## src/rtl/fetch_pkg.sv

```systemverilog
// Shared constants and the queue entry type for the decoupled fetch unit.
package fetch_pkg;

  localparam logic [31:0] PC_START = 32'h0100_0000;
  localparam int XLEN = 32;
  localparam int ILEN = 32;

  typedef struct packed {
    logic [XLEN-1:0] pc;
    logic [ILEN-1:0] inst;
  } fetch_entry_t;

endpackage

```

## src/rtl/fetch_fifo.sv

```systemverilog
// Synchronous in-order FIFO of fetch entries; flush beats push and pop.
module fetch_fifo
  import fetch_pkg::*;
#(
  parameter int DEPTH = 4,
  parameter type entry_t = fetch_entry_t,
  localparam int PW = $clog2(DEPTH),
  localparam int CW = $clog2(DEPTH + 1)
) (
  input  logic          clk,
  input  logic          rst,
  input  logic          flush,
  input  logic          push,
  input  entry_t        push_data,
  input  logic          pop,
  output entry_t        head,
  output logic [CW-1:0] count
);

  entry_t mem [DEPTH];
  logic [PW-1:0] wr_ptr;
  logic [PW-1:0] rd_ptr;

  // Pointers are exactly log2(DEPTH) bits, so they wrap on their own.
  always_ff @(posedge clk) begin
    if (rst || flush) begin
      wr_ptr <= '0;
      rd_ptr <= '0;
      count  <= '0;
    end else begin
      if (push) wr_ptr <= wr_ptr + PW'(1);
      if (pop)  rd_ptr <= rd_ptr + PW'(1);
      count <= count + CW'(push) - CW'(pop);
    end
  end

  always_ff @(posedge clk) begin
    if (push && !flush && !rst) mem[wr_ptr] <= push_data;
  end

  assign head = mem[rd_ptr];

endmodule

```

## src/rtl/fetch_queue.sv

```systemverilog
// Decoupled fetch: credit-limited sequential imem requests, in-order
// instruction queue toward decode, redirect flush with stale-response drop.
module fetch_queue
  import fetch_pkg::*;
#(
  parameter int AWIDTH = 32,
  parameter int DWIDTH = 32,
  parameter int DEPTH = 4,
  parameter logic [AWIDTH-1:0] RESET_PC = AWIDTH'(PC_START),
  localparam int CW = $clog2(DEPTH + 1)
) (
  input  logic              clk,
  input  logic              rst,
  input  logic              redirect_i,
  input  logic [AWIDTH-1:0] redirect_pc_i,
  output logic              req_valid_o,
  output logic [AWIDTH-1:0] req_addr_o,
  input  logic              req_ready_i,
  input  logic              rsp_valid_i,
  input  logic [DWIDTH-1:0] rsp_data_i,
  output logic              inst_valid_o,
  output logic [DWIDTH-1:0] inst_o,
  output logic [AWIDTH-1:0] inst_pc_o,
  input  logic              inst_ready_i,
  output logic [CW-1:0]     count_o
);

  if (DEPTH < 2 || (DEPTH & (DEPTH - 1)) != 0) begin : g_depth_check
    $error("fetch_queue: DEPTH must be a power of two and at least 2");
  end

  typedef struct packed {
    logic [AWIDTH-1:0] pc;
    logic [DWIDTH-1:0] inst;
  } entry_t;

  localparam logic [CW:0] FULL = (CW + 1)'(DEPTH);

  logic [AWIDTH-1:0] fetch_pc;
  logic [AWIDTH-1:0] rsp_pc;
  logic [AWIDTH-1:0] redirect_target;
  logic [CW-1:0]     inflight;
  logic [CW-1:0]     drop_cnt;
  logic [CW-1:0]     fifo_count;
  logic [CW:0]       credit_used;
  logic              req_fire;
  logic              keep;
  logic              pop;
  logic              unused_pc_lsb;
  entry_t            push_entry;
  entry_t            head;

  assign redirect_target = {redirect_pc_i[AWIDTH-1:2], 2'b00};
  assign unused_pc_lsb   = ^redirect_pc_i[1:0];

  // Queue slots and outstanding requests share one credit pool of DEPTH,
  // which is what keeps a kept response from ever overflowing the queue.
  assign credit_used = {1'b0, fifo_count} + {1'b0, inflight};
  assign req_valid_o = !rst && !redirect_i && (credit_used < FULL);
  assign req_addr_o  = fetch_pc;
  assign req_fire    = req_valid_o && req_ready_i;

  assign keep         = rsp_valid_i && (drop_cnt == '0) && !redirect_i;
  assign inst_valid_o = !rst && (fifo_count != '0);
  assign pop          = inst_valid_o && inst_ready_i && !redirect_i;
  assign count_o      = rst ? '0 : fifo_count;
  assign push_entry   = '{pc: rsp_pc, inst: rsp_data_i};
  assign inst_o       = head.inst;
  assign inst_pc_o    = head.pc;

  always_ff @(posedge clk) begin
    if (rst) begin
      fetch_pc <= RESET_PC;
      rsp_pc   <= RESET_PC;
      inflight <= '0;
      drop_cnt <= '0;
    end else begin
      inflight <= inflight + CW'(req_fire) - CW'(rsp_valid_i);
      if (redirect_i) begin
        // A response landing in the redirect cycle is stale too.
        fetch_pc <= redirect_target;
        rsp_pc   <= redirect_target;
        drop_cnt <= inflight - CW'(rsp_valid_i);
      end else begin
        if (req_fire) fetch_pc <= fetch_pc + AWIDTH'(4);
        if (keep)     rsp_pc   <= rsp_pc + AWIDTH'(4);
        if (rsp_valid_i && (drop_cnt != '0)) drop_cnt <= drop_cnt - CW'(1);
      end
    end
  end

  always_ff @(posedge clk) begin
    if (!rst) begin
      assert (!(rsp_valid_i && (inflight == '0)));
      assert (credit_used <= FULL);
      assert (drop_cnt <= inflight);
    end
  end

  fetch_fifo #(
    .DEPTH   (DEPTH),
    .entry_t (entry_t)
  ) u_fifo (
    .clk       (clk),
    .rst       (rst),
    .flush     (redirect_i),
    .push      (keep),
    .push_data (push_entry),
    .pop       (pop),
    .head      (head),
    .count     (fifo_count)
  );

endmodule

```

## config.mk

```make
export PLATFORM = sky130hd
export DESIGN_NAME = fetch_queue
export DESIGN_NICKNAME = d
export VERILOG_FILES = /design/src/rtl/fetch_pkg.sv /design/src/rtl/fetch_fifo.sv /design/src/rtl/fetch_queue.sv
export SDC_FILE = /design/constraint.sdc
export NUM_CORES = 1
export LEC_CHECK = 0
export ABC_CLOCK_PERIOD_IN_PS = 4300
export BUFFER_PORTS_ARGS = -buffer_cell sky130_fd_sc_hd__clkbuf_2
export CAP_MARGIN = 25
export CORE_AREA = 4 4 161 163
export DETAILED_ROUTE_END_ITERATION = 16
export DIE_AREA = 0 0 165 167
export PLACE_DENSITY = 0.76
export SLEW_MARGIN = 10
export SYNTH_ARGS = -nofsm -noshare
export SYNTH_HDL_FRONTEND = slang
export SYNTH_SLANG_ARGS = --single-unit
```

## constraint.sdc

```tcl
create_clock -name clk -period 4.3 [get_ports clk]
set_input_delay 0.645 -clock clk [delete_from_list [all_inputs] [get_ports clk]]
set_output_delay 0.645 -clock clk [all_outputs]
set_load 0.01 [all_outputs]
```

==> impl_metrics.toml <==
[cts]
cts_buffers = 31
cts_hold_buf = 0
root_buffer = "clkbuf_16"
h-tree-depth = 1
post_cts_buffers = 0
cts_tree = "built"
cts_resized = 0
numClockSinks = 323
clockBufferDepth = 3
clock_latency_ps = 550
path_clk_slew_ps = 60

[layout]
nNetsFinal = 1118
drive_gt1_share_pct = 28.08
final_util_pct = 63.65
area_delta_synth_final_pct = 15.94
diodes = 0

[timing]
worst_pin_slew_ps = 900.6
hold_viol = 0
rsz0062_at_grt = "false"
fin_crit_sh_pct = 71.88
setup-tns-final_ps = 0
maxSlewViolCount = 0
fmax_ghz = 0.3235
setup_viol = 0
timing.slew.headroom_pct = 39.96
clock_skew_ps = 18.60
setup_slack_ps = 1209
layout_min_cycle_time_ps = 3091

[place]
portBuffers = 164
dp_hpwl_um = 19130
dp_slack_ps = 1225
place.gp.congestion = 0.8976

[drt]
dr_total_vias = 8373
drcViolationCount = 0
ant_nets = 0
routedWlPerCell_um = 21.61
drt_iter0_drc = 718
detail_route.first_pass.iterations = 5
routed_wl_um = 29780
routed_via_density = 6.076

[power]
p_comb_share_pct = 6.7
cellLeakagePower_nw = 5.262
pwr-share-seq_pct = 54.3
power_switching_mw = 1.435
power_density_nw_per_um2 = 423.0
switching_share_pct = 21.92
finalPower_mw = 6.548
internal_power_mw = 5.113
power.share.clock_pct = 39.1
ir_worst_vdd_uv = 304.7

[synth]
synth_cells = 869
synthDistinctLibCells = 59
synth_flop_cell = "edfxtp_1"
netlist_area_um2 = 13350
ys_async_sr_fraction_pct = 0
netlist_top_cells_area = "edfxtp_1 56%, dfxtp_1 11%, mux4_2 10%"
synth-seq-area-share_pct = 67.03
synth_edf_count = 248
yosys_warnings = 0
ys_ff_latch = 323
netlist.area_leader.share_pct = 55.78
avgSynthCellArea_um2 = 15.36
yosysTopAreaCell = "edfxtp_1"

[worst_setup_path]
critPathKind = "reg2out"
end_kind = "output pin"
required_ps = 3650
startpoint_type = "register"
crit_fanout = 38
cp_data_arrival_time_ps = 2450

[grt]
grt_pass1_wl_um = 46510
grt_pass1_vias = 8384
overflow = 0
antenna_found_initial = 0
grt_usage_pct = 21.29
grt_max_degree = 63

[die]
die_y_um = 167
fp.dieW_um = 165
die_area_um2 = 27560
initial_core_util_pct = 54.90
ios = 171
rows = 57
core-area_um2 = 24320

[outcome]
status = "completed"

[run]
drv_cap = 0

[hold_path]
hold_class = "in2reg"
critical path, stage by stage (launching register included):
cell,delay [ps]
dfxtp_4,850
buf_12,310
mux4_2,560
clkbuf_2,150
final timing paths:
kind	start	endpoint	slack (ps)	cells after the start
worst max register to register	inflight[2]	inflight[2]	1220	11
worst max-delay path	register	inst_o[11]	1210	3
worst min-delay path	rsp_data_i[12]	u_fifo.mem[3][12]	330	1
worst min register to register	u_fifo.wr_ptr[0]	u_fifo.wr_ptr[0]	490	2
state kept, by name, summed over array words and instances, names as in the netlist, named ones only:
| signal | flops |
|---|---|
| rsp_pc | 30 |
| u_fifo.mem | 248 |
| u_fifo.wr_ptr | 2 |
| inflight | 3 |
| drop_cnt | 3 |
| req_addr_o | 30 |
| u_fifo.rd_ptr | 2 |
| u_fifo.count | 3 |
stage by stage:
step / instances / hold slack [ps] / cell area, um^2
after CTS: 1378 / 309.2 / 15480
after floorplan: 872 / 458.3 / 13360
after detailed placement: 1321 / 487.2 / 14520
final: 1378 / 329.9 / 15480
after global placement: 1321 / 477.5 / 14520
after global routing: 1378 / 312.8 / 15480
routing by layer:
metal	global-route usage, %	vias up	wire length [um]
li1	-	3813	-
met1	31.17	4115	12470
met2	33.49	407	14170
met3	4.177	38	2622
met4	4.810	0	513
met5	0	-	0
cell type report:
cell class / count / area (um^2)
clock buffers: 43 / 840.8
inverters: 23 / 86.33
flip-flops and latches: 323 / 8954
repair buffers: 179 / 970.9
fillers: 1745 / 8841
multi-input cells: 472 / 4103
clock inverters: 14 / 118.9
well taps: 324 / 405.4
placed cells by master, fill, tap and decap left out, types with 4 or more instances in the layout:
cell type	count
and3_2	4
and4_1	10
a31oi_1	23
inv_1	21
xor2_1	7
and2_1	10
or4_1	13
ha_1	16
o31a_1	10
mux4_2	62
clkbuf_16	31
nand2_1	43
nor2b_1	13
clkbuf_1	10
buf_4	12
dfxtp_1	73
clkinv_2	7
a21boi_0	4
o21ai_0	28
nor4_1	6
o21a_1	8
nor3_1	17
and3_1	13
clkbuf_2	164
nand4_1	23
conb_1	4
o31ai_1	12
nor2_1	34
clkinv_1	4
a311oi_1	22
edfxtp_1	248
a21oi_1	11
nand3_1	18
o41a_1	5
xnor2_1	11
or3_1	8
cell usage after synthesis, drive strengths merged (12+ instances only):
library cell,number
mux4,62
o31ai,12
nor2b,13
buf,18
o21ai,28
clkbuf,36
inv,22
and3,17
a31oi,23
nand3,18
dfxtp,75
nor3,17
nand2,43
nor2,35
a311oi,22
or4,13
nand4,24
edfxtp,248
ha,16
kinds of logic (layout without fill, tap and decap cells):
logic type	Yosys count	in the layout	share of synthesized area [%]
flip-flops	323	323	67.03
adder cells (fa/ha/maj)	18	18	1.799
AO/OA/AOI/OAI	141	141	7.629
multiplexers	62	62	10.46
other	1	4	0.02809
buffers and inverters	77	259	2.362
XOR/XNOR	18	18	1.181
AND/OR/NAND/NOR	229	229	9.513
power by group through the flow:
stage	logic, mW	clock network (mW)	registers (mW)
finish	0.436	2.56	3.55
global route	0.486	2.74	3.57
CTS	0.440	2.61	3.55
detailed placement	0.437	0	3.62
global placement	0.423	0	3.61
floorplan	0.271	0	3.59
(Power assumes the default switching activity.)
